$ cat src/rtl/pll_supervisor_pkg.sv
// rtl/pll_supervisor_pkg.sv - shared state encoding and counter-width helper for pll_supervisor
//
// Purpose: holds the supervisor FSM state type and the function that sizes
// every counter from its terminal value so that no counter can wrap.
// Ports: none (package).

package pll_supervisor_pkg;

    typedef enum logic [2:0] {
        ST_PLLRST  = 3'd0,
        ST_WAIT    = 3'd1,
        ST_FILTER  = 3'd2,
        ST_RELEASE = 3'd3,
        ST_RUN     = 3'd4,
        ST_FAULT   = 3'd5
    } state_e;

    localparam int          RELOCK_W   = 8;
    localparam logic [7:0]  RELOCK_MAX = 8'hFF;

    // Bits needed to hold every value 0..max_val; never less than one bit.
    function automatic int cnt_w(input int max_val);
        return (max_val < 1) ? 1 : $clog2(max_val + 1);
    endfunction

endpackage

$ cat src/rtl/sync_2ff.sv
// rtl/sync_2ff.sv - two-flop synchroniser for a single asynchronous level
//
// Purpose: brings an asynchronous level into the clk_i domain.
// Ports:
//   clk_i  - destination clock
//   rst_i  - synchronous active-high reset, clears both flops
//   d_i    - asynchronous input level
//   q_o    - synchronised level, two clk_i edges of latency

module sync_2ff (
    input  logic clk_i,
    input  logic rst_i,
    input  logic d_i,
    output logic q_o
);

    logic meta_q;
    logic sync_q;

    always_ff @(posedge clk_i) begin
        if (rst_i) begin
            meta_q <= 1'b0;
            sync_q <= 1'b0;
        end else begin
            meta_q <= d_i;
            sync_q <= meta_q;
        end
    end

    assign q_o = sync_q;

endmodule

$ cat src/rtl/pll_supervisor.sv
// rtl/pll_supervisor.sv - PLL reset sequencing, lock filtering and staged downstream reset release
//
// Purpose: pulses the PLL reset, waits for a filtered lock, releases the
// downstream resets one stage at a time, and re-runs the sequence on loss of
// lock. Repeated lock timeouts park the block in FAULT until rst.
// Ports:
//   clkin        - board oscillator, every flop on its rising edge
//   rst          - synchronous active-high reset
//   locked       - PLL lock indicator, asynchronous to clkin
//   pll_rst      - PLL RST pin drive, active-high
//   rst_out      - staged downstream resets, active-high, bit 0 released first
//   ready        - high only in RUN
//   fault        - high only in FAULT
//   relock_count - loss-of-lock events since rst, saturating at 255

module pll_supervisor
    import pll_supervisor_pkg::*;
#(
    parameter int RST_PULSE    = 16,
    parameter int LOCK_TIMEOUT = 65535,
    parameter int LOCK_FILTER  = 1024,
    parameter int MAX_RETRY    = 4,
    parameter int N_RESETS     = 3,
    parameter int STAGE_GAP    = 8
) (
    input  logic                clkin,
    input  logic                rst,
    input  logic                locked,
    output logic                pll_rst,
    output logic [N_RESETS-1:0] rst_out,
    output logic                ready,
    output logic                fault,
    output logic [RELOCK_W-1:0] relock_count
);

    localparam int PW = cnt_w(RST_PULSE);
    localparam int TW = cnt_w(LOCK_TIMEOUT);
    localparam int FW = cnt_w(LOCK_FILTER);
    localparam int GW = cnt_w(STAGE_GAP);
    localparam int RW = cnt_w(MAX_RETRY);

    // Terminal values: each counter stops at its *_LAST and is cleared on the
    // state change, so it never reaches the value that would wrap.
    localparam logic [PW-1:0] PULSE_LAST = PW'(RST_PULSE - 1);
    localparam logic [TW-1:0] TMO_LAST   = TW'(LOCK_TIMEOUT - 1);
    localparam logic [FW-1:0] FLT_LAST   = FW'(LOCK_FILTER - 1);
    localparam logic [GW-1:0] GAP_LAST   = GW'(STAGE_GAP - 1);
    localparam logic [RW-1:0] RETRY_LAST = RW'(MAX_RETRY - 1);

    // rst_out on the first RELEASE cycle: only stage 0 released.
    localparam logic [N_RESETS-1:0] FIRST_RELEASE = ~N_RESETS'(1);

    logic                locked_s;
    state_e              state_q;
    logic [PW-1:0]       pulse_q;
    logic [TW-1:0]       tmo_q;
    logic [FW-1:0]       flt_q;
    logic [GW-1:0]       gap_q;
    logic [RW-1:0]       retry_q;
    logic                pll_rst_q;
    logic [N_RESETS-1:0] rst_out_q;
    logic                ready_q;
    logic                fault_q;
    logic [RELOCK_W-1:0] relock_q;
    logic [RELOCK_W-1:0] relock_d;

    sync_2ff u_sync_locked (
        .clk_i (clkin),
        .rst_i (rst),
        .d_i   (locked),
        .q_o   (locked_s)
    );

    always_comb begin
        relock_d = relock_q;
        if (relock_q != RELOCK_MAX) begin
            relock_d = relock_q + 1'b1;
        end
    end

    always_ff @(posedge clkin) begin
        if (rst) begin
            state_q   <= ST_PLLRST;
            pulse_q   <= '0;
            tmo_q     <= '0;
            flt_q     <= '0;
            gap_q     <= '0;
            retry_q   <= '0;
            pll_rst_q <= 1'b1;
            rst_out_q <= '1;
            ready_q   <= 1'b0;
            fault_q   <= 1'b0;
            relock_q  <= '0;
        end else begin
            case (state_q)
                ST_PLLRST: begin
                    pll_rst_q <= 1'b1;
                    rst_out_q <= '1;
                    ready_q   <= 1'b0;
                    if (pulse_q == PULSE_LAST) begin
                        state_q   <= ST_WAIT;
                        pll_rst_q <= 1'b0;
                        pulse_q   <= '0;
                        tmo_q     <= '0;
                    end else begin
                        pulse_q <= pulse_q + 1'b1;
                    end
                end

                ST_WAIT: begin
                    if (locked_s) begin
                        state_q <= ST_FILTER;
                        flt_q   <= '0;
                    end else if (tmo_q == TMO_LAST) begin
                        retry_q   <= retry_q + 1'b1;
                        pulse_q   <= '0;
                        pll_rst_q <= 1'b1;
                        if (retry_q == RETRY_LAST) begin
                            state_q <= ST_FAULT;
                            fault_q <= 1'b1;
                        end else begin
                            state_q <= ST_PLLRST;
                        end
                    end else begin
                        tmo_q <= tmo_q + 1'b1;
                    end
                end

                ST_FILTER: begin
                    if (!locked_s) begin
                        state_q <= ST_WAIT;
                        flt_q   <= '0;
                        tmo_q   <= '0;
                    end else if (flt_q == FLT_LAST) begin
                        state_q   <= ST_RELEASE;
                        rst_out_q <= FIRST_RELEASE;
                        gap_q     <= '0;
                    end else begin
                        flt_q <= flt_q + 1'b1;
                    end
                end

                ST_RELEASE, ST_RUN: begin
                    if (!locked_s) begin
                        state_q   <= ST_PLLRST;
                        pulse_q   <= '0;
                        pll_rst_q <= 1'b1;
                        rst_out_q <= '1;
                        ready_q   <= 1'b0;
                        relock_q  <= relock_d;
                    end else if (state_q == ST_RELEASE) begin
                        if (rst_out_q == '0) begin
                            state_q <= ST_RUN;
                            ready_q <= 1'b1;
                            retry_q <= '0;
                        end else if (gap_q == GAP_LAST) begin
                            // Shifting left clears the next stage up; ones
                            // above it stay asserted.
                            rst_out_q <= rst_out_q << 1;
                            gap_q     <= '0;
                        end else begin
                            gap_q <= gap_q + 1'b1;
                        end
                    end
                end

                ST_FAULT: begin
                    pll_rst_q <= 1'b1;
                    rst_out_q <= '1;
                    ready_q   <= 1'b0;
                    fault_q   <= 1'b1;
                end

                default: begin
                    state_q   <= ST_PLLRST;
                    pulse_q   <= '0;
                    pll_rst_q <= 1'b1;
                    rst_out_q <= '1;
                    ready_q   <= 1'b0;
                    fault_q   <= 1'b0;
                end
            endcase
        end
    end

    assign pll_rst      = pll_rst_q;
    assign rst_out      = rst_out_q;
    assign ready        = ready_q;
    assign fault        = fault_q;
    assign relock_count = relock_q;

endmodule

$ cat config.mk
export PLATFORM = sky130hd
export DESIGN_NAME = pll_supervisor
export DESIGN_NICKNAME = d
export VERILOG_FILES = /design/src/rtl/pll_supervisor_pkg.sv /design/src/rtl/sync_2ff.sv /design/src/rtl/pll_supervisor.sv
export SDC_FILE = /design/constraint.sdc
export NUM_CORES = 1
export LEC_CHECK = 0
export BUFFER_PORTS_ARGS = -buffer_cell sky130_fd_sc_hd__buf_2
export CORE_MARGIN = 1
export CORE_UTILIZATION = 60
export DETAILED_ROUTE_END_ITERATION = 6
export GPL_ROUTABILITY_DRIVEN = 0
export HOLD_SLACK_MARGIN = 0.1
export PLACE_DENSITY = 0.78
export SKIP_LAST_GASP = 1
export SLEW_MARGIN = 20
export SYNTH_ARGS = -nofsm -noshare
export SYNTH_HDL_FRONTEND = slang
export SYNTH_SLANG_ARGS = --single-unit
$ cat constraint.sdc
create_clock -name clkin -period 2.2 [get_ports clkin]
set_input_delay 0.44 -clock clkin [delete_from_list [all_inputs] [get_ports clkin]]
set_output_delay 0.44 -clock clkin [all_outputs]
set_load 0.03 [all_outputs]
### Yosys cells after proc, flatten, opt, wreduce, memory -nomap -nowiden

Cells that the tools add are included.
W data, S select, Z words.

| word-level totals | value |
|---|---|
| input port bits | 3 |
| bits in registers | 58 |
| logic and storage cells | 136 |

| operators by class | value |
|---|---|
| reduce and logical (&&, ||, !) cells | 21 |
| bitwise logic cells | 7 |
| eq/ne operators | 32 |
| mux-type cells | 57 |
| add/subtract/negate cells | 6 |

Operators with widths:

| cell | count |
|---|---|
| $mux W16 | 4 |
| $mux W3 | 20 |
| $pmux W16 S3 | 1 |
| $mux W11 | 3 |
| $mux W4 | 6 |
| $reduce_and A6 Y1 | 4 |
| $ne A2 B2 Y1 const B | 11 |
| $pmux W11 S2 | 1 |
| $mux W5 | 4 |
| $pmux W5 S4 | 1 |
| $ne A3 B3 Y1 const B | 6 |
| $add A16 B1 Y16 const B | 1 |
| $eq A16 B16 Y1 const B | 1 |
| $pmux W3 S5 | 1 |
| $reduce_and A4 Y1 | 3 |
| $add A11 B1 Y11 const B | 1 |
| $eq A11 B10 Y1 const B | 1 |
| $mux W1 | 10 |
| $eq A3 B2 Y1 const B | 3 |
| $pmux W3 S3 | 1 |
| $reduce_and A3 Y1 | 3 |
| $add A8 B1 Y8 const B | 1 |
| $ne A8 B8 Y1 const B | 1 |
| $pmux W4 S2 | 1 |
| 20 further kinds | 34 |

### Longest topological paths before layout

| depth | value |
|---|---|
| depth after elaboration | 6 |
| gate-level depth with buffers | 8 |
| depth with buffers taken out | 6 |

### By module

Synthesis repeated with hierarchy kept, for this count alone.

| second synthesis, totals | value |
|---|---|
| cell total of the unflattened synthesis | 379 |
| area, all modules | 3,067.9 sq um |

Modules (own cells, without submodules):

| module | cells an instance | area each (sq um) | instances |
|---|---|---|---|
| pll_supervisor | 375 | 3,015.4 | 1 |
| sync_2ff | 4 | 52.6 | 1 |

### Worst setup path after synthesis

Ideal clock, no wire load.

| timing | value |
|---|---|
| path type | register -> register |
| start point | register pulse_q[0] |
| end point | register tmo_q[11] |
| path buffers | 1 |
| period minus slack after synthesis | 1.803 ns |
| cell stages (with the launch flop) | 8 |
| setup time | 0.069 ns |
| arrival | 1.735 ns |
| setup slack | 0.397 ns |
| path through | dfxtp_1 -> ha_1 -> nand4b_2 -> mux2i_4 -> nand2_1 -> clkbuf_1 -> a2111o_1 -> o21ai_1 |

| between the ends | value |
|---|---|
| cells in the longest elaborated chain, start to end | 3 |

Ends and longest elaborated chain:

| element | line | source |
|---|---|---|
| start, declared | pll_supervisor.sv:55 | `logic [PW-1:0] pulse_q;` |
| start signal, assigned | pll_supervisor.sv:106 | `pulse_q <= pulse_q + 1'b1;` |
| $eq A5 B4 Y1 | pll_supervisor.sv:100 | `if (pulse_q == PULSE_LAST) begin` |
| $ne A2 B2 Y1 (no line) | n/a |  |
| $reduce_and A5 Y1 (no line) | n/a |  |
| end signal, assigned | pll_supervisor.sv:125 | `tmo_q <= tmo_q + 1'b1;` |
| end, declared | pll_supervisor.sv:56 | `logic [TW-1:0] tmo_q;` |

No other way between the ends.
A chain may end at the register's enable or synchronous reset.

### Worst setup path in the final report

| timing | value |
|---|---|
| start point | register state_q[0] |
| end point | register tmo_q[13] |

| between the ends | value |
|---|---|
| cells in the longest elaborated chain, start to end | 3 |
| elaborated cells between the ends (all ways) | 10 |
| classes of those cells | 6 x eq/ne; 1 x mux; 3 x reduce/logical |

Ends and longest elaborated chain:

| element | line | source |
|---|---|---|
| start, declared | pll_supervisor.sv:54 | `state_e state_q;` |
| start signal, assigned | pll_supervisor.sv:83 | `state_q <= ST_PLLRST;` |
| start signal, assigned | pll_supervisor.sv:101 | `state_q <= ST_WAIT;` |
| start signal, assigned | pll_supervisor.sv:112 | `state_q <= ST_FILTER;` |
| $eq A3 B2 Y1 (tied with other cells) | pll_supervisor.sv:95 | `case (state_q)` |
| $ne A2 B2 Y1 (no line) / $reduce_bool A3 Y1 (equally long branches) | n/a |  |
| $reduce_and A5 Y1 (no line) | n/a |  |

Several ways; a longest one is shown, not always the timed one.

==> impl_metrics.tcl <==
set metrics [dict create \
    status "complete, no violations" \
    io_pins 17 \
    layout_commonest_cell "dfxtp_1" \
    critPathArrivalTime_ns 2.32 \
    cts-root-buf "clkbuf_8" \
    routed_wl_mm 7.68 \
    numPortBuffers 16 \
    max_cap_violations 0 \
    wl_per_cell_um 15.4 \
    synth_cell_types 71 \
    max_freq_ghz 0.489 \
    setup_viol 0 \
    worstSetupEndpointType "flip-flop" \
    slew-limit-headroom_pct 60.8 \
    drt_iter0_markers 229 \
    crit_type "flip-flop to flip-flop" \
    die_height_um 76.2 \
    cts.clk_slew.worst_paths_ns 0.07 \
    synth_warnings 0 \
    ys_ff_latch 58 \
    grt_pass1_wl_mm 13.2 \
    clk_path_buf_depth 2 \
    syn_avg_cell_area_um2 8.32 \
    cts_tree "done" \
    tightest_slew_ns 0.574 \
    grt_pass1_vias 2821 \
    layout.nets 434 \
    ant_nets 0 \
    diodes 0 \
    place_hpwl_mm 5.25 \
    synth-edff-count 0 \
    firstDrtPassIters 6 \
    final_util_pct 71.9 \
    drive_gt1_share_pct 15.2 \
    leakagePower_uw 0.00133 \
    cts_buffers 9 \
    irDropWorstVdd_v 0.000463 \
    vias_per_cell 6.33 \
    die_width_um 76.2 \
    fin_ws_ns 0.157 \
    synth-main-ff-cell "dfxtp_1" \
    synthCells 397 \
    instances_no_fill 498 \
    dp.cells 482 \
    overflow 0 \
    startpoint_type "flip-flop" \
    placementRows 26 \
    post-place-ws_ns 0.176 \
    syn-num-nets 408 \
    antenna_found_initial 0 \
    power_density_nw_per_um2 589 \
    start_util_pct 63.5 \
    dieArea_um2 5810 \
    async_flop_share_pct 0 \
    fill_cells 398 \
    layout_common_cells "dfxtp_1, nand2_1, a21oi_1" \
    hold_viol_final 0 \
    syn_to_final_growth_pct 13.2 \
    skew_ns 0.0107 \
    vias 3152 \
    grt_max_degree 37 \
    core_um2 5200 \
    rsz0062_at_grt "no" \
    path_max_fanout 14 \
    setup_tns_ns 0 \
    cts.sinks 58 \
    layout_min_cycle_time_ns 2.04 \
    ys_seq_area_share_pct 35.1 \
    h-tree-depth 3 \
    slew_viol_final 0 \
    hold_path.class "input pin to flip-flop" \
    required_ns 2.48 \
    syn_area_um2 3300 \
    clk-insertion-delay-late_ns 0.35 \
    grtUsageTotal_pct 27.9 \
    post-route-drc-count 0 \
    post-route-period-util_pct 92.9 \
]
==> cells in the mapped netlist (all sizes together), types with 3 or more instances <==
cell type  number  share of area [%]
dfxtp          58                 35
a21oi          35                5.4
nand2          35                4.0
nor2           32                3.7
nand3          22                3.3
nor3           17                2.6
o21ai          16                2.7
nand4          14                2.7
buf            13                2.5
inv            11                1.3
ha              8                3.0
clkbuf          7               0.80
nor4            7                1.8
or3             7                1.5
xor2            7                1.9
a31oi           6                1.1
and2            6                1.1
and3            6                1.1
and4            6                1.6
mux2i           6                2.2
nand3b          5                1.1
a2111oi         4                1.6
a21boi          4               0.91
nor2b           4               0.76
nor3b           4               0.91
o21bai          4               0.91
a2111o          3                1.0
a211oi          3               0.68
nand2b          3               0.57
nand4b          3               0.98
o41ai           3               0.80
or4             3               0.68
==> layout make-up <==
cell class              count  area (µm²)  area share, %
clock inverters             3        45.0           1.20
multi-input cells         308        2000           53.5
repair buffers             35         223           5.96
flip-flops and latches     58        1160           31.0
well taps                  70        87.6           2.34
inverters                  11        43.8           1.17
clock buffers              13         179           4.78
==> registers in the layout, indices dropped and copies added (netlist names) <==
name and count:
tmo_q 16, flt_q 11, relock_count 8, pulse_q 5, gap_q 4, retry_q 3
rst_out 3, state_q 3, fault 1, pll_rst 1, ready 1, u_sync_locked.meta_q 1
u_sync_locked.q_o 1
==> metal layers <==
layer | vias to the layer above | GRT usage (%) | share of wire (%)
met1 | 1495 | 37.9 | 47
met3 | 16 | 4.91 | 4.7
met2 | 99 | 43.1 | 46
li1 | 1542 | - | -
met5 | - | 0 | 0
met4 | 0 | 13.1 | 1.8
==> timing repair <==
action                                  in CTS  in global routing
endpoints found under the hold margin        0                  0
buffers inserted                             0                  0
hold buffers                                 0                  0
gates resized for setup                      0                  3
endpoints found under the setup margin       0                  2
==> worst max-delay path, stage by stage, from the launching register on <==
cell and delay (ns):
dfxtp_1 0.66, inv_4 0.12, nor4_4 0.39, o21ai_4 0.18, a2111oi_1 0.43, o21bai_1 0.18
==> logic make-up after synthesis <==
| logic type | after synthesis | synth area share (%) |
|---|---|---|
| muxes | 6 | 2.20 |
| adders and majority gates | 8 | 3.03 |
| DFF | 58 | 35.1 |
| AOI/OAI and AO/OA | 101 | 21.0 |
| buffers and inverters | 31 | 4.66 |
| xor gates and xnor gates | 8 | 2.12 |
| and+or+nand+nor | 185 | 31.9 |
==> stage by stage <==
| stage | cell area (µm²) | hold slack, ns | total power, µW |
|---|---|---|---|
| 3_5_place_dp | 3500 | 0.432 | 1140 |
| 2_1_floorplan | 3300 | 0.414 | 1120 |
| 6_report | 3740 | 0.311 | 2200 |
| 4_1_cts | 3730 | 0.314 | 2210 |
| 5_1_grt | 3740 | 0.359 | 2260 |
| 3_3_place_gp | 3500 | 0.419 | 1130 |
==> path summary, 6_finish.rpt <==
| path | startpoint | to | slack [ns] | depth (start not counted) |
|---|---|---|---|---|
| hold / removal | locked | u_sync_locked.meta_q | 0.31 | 2 |
| setup reg to reg | state_q[0] | tmo_q[13] | 0.16 | 5 |
| setup / recovery | state_q[0] | tmo_q[13] | 0.16 | 5 |
| hold reg to reg | u_sync_locked.meta_q | u_sync_locked.q_o | 0.45 | 1 |
==> where the power goes <==
part	internal [µW]	switching (µW)	leakage, µW
sequential	1060	6.61	0.000468
clock	646	444	0.000108
combinational	16.5	33.0	0.000751
total	1720	484	0.00133
No activity file was read; power rests on OpenSTA's default activity.
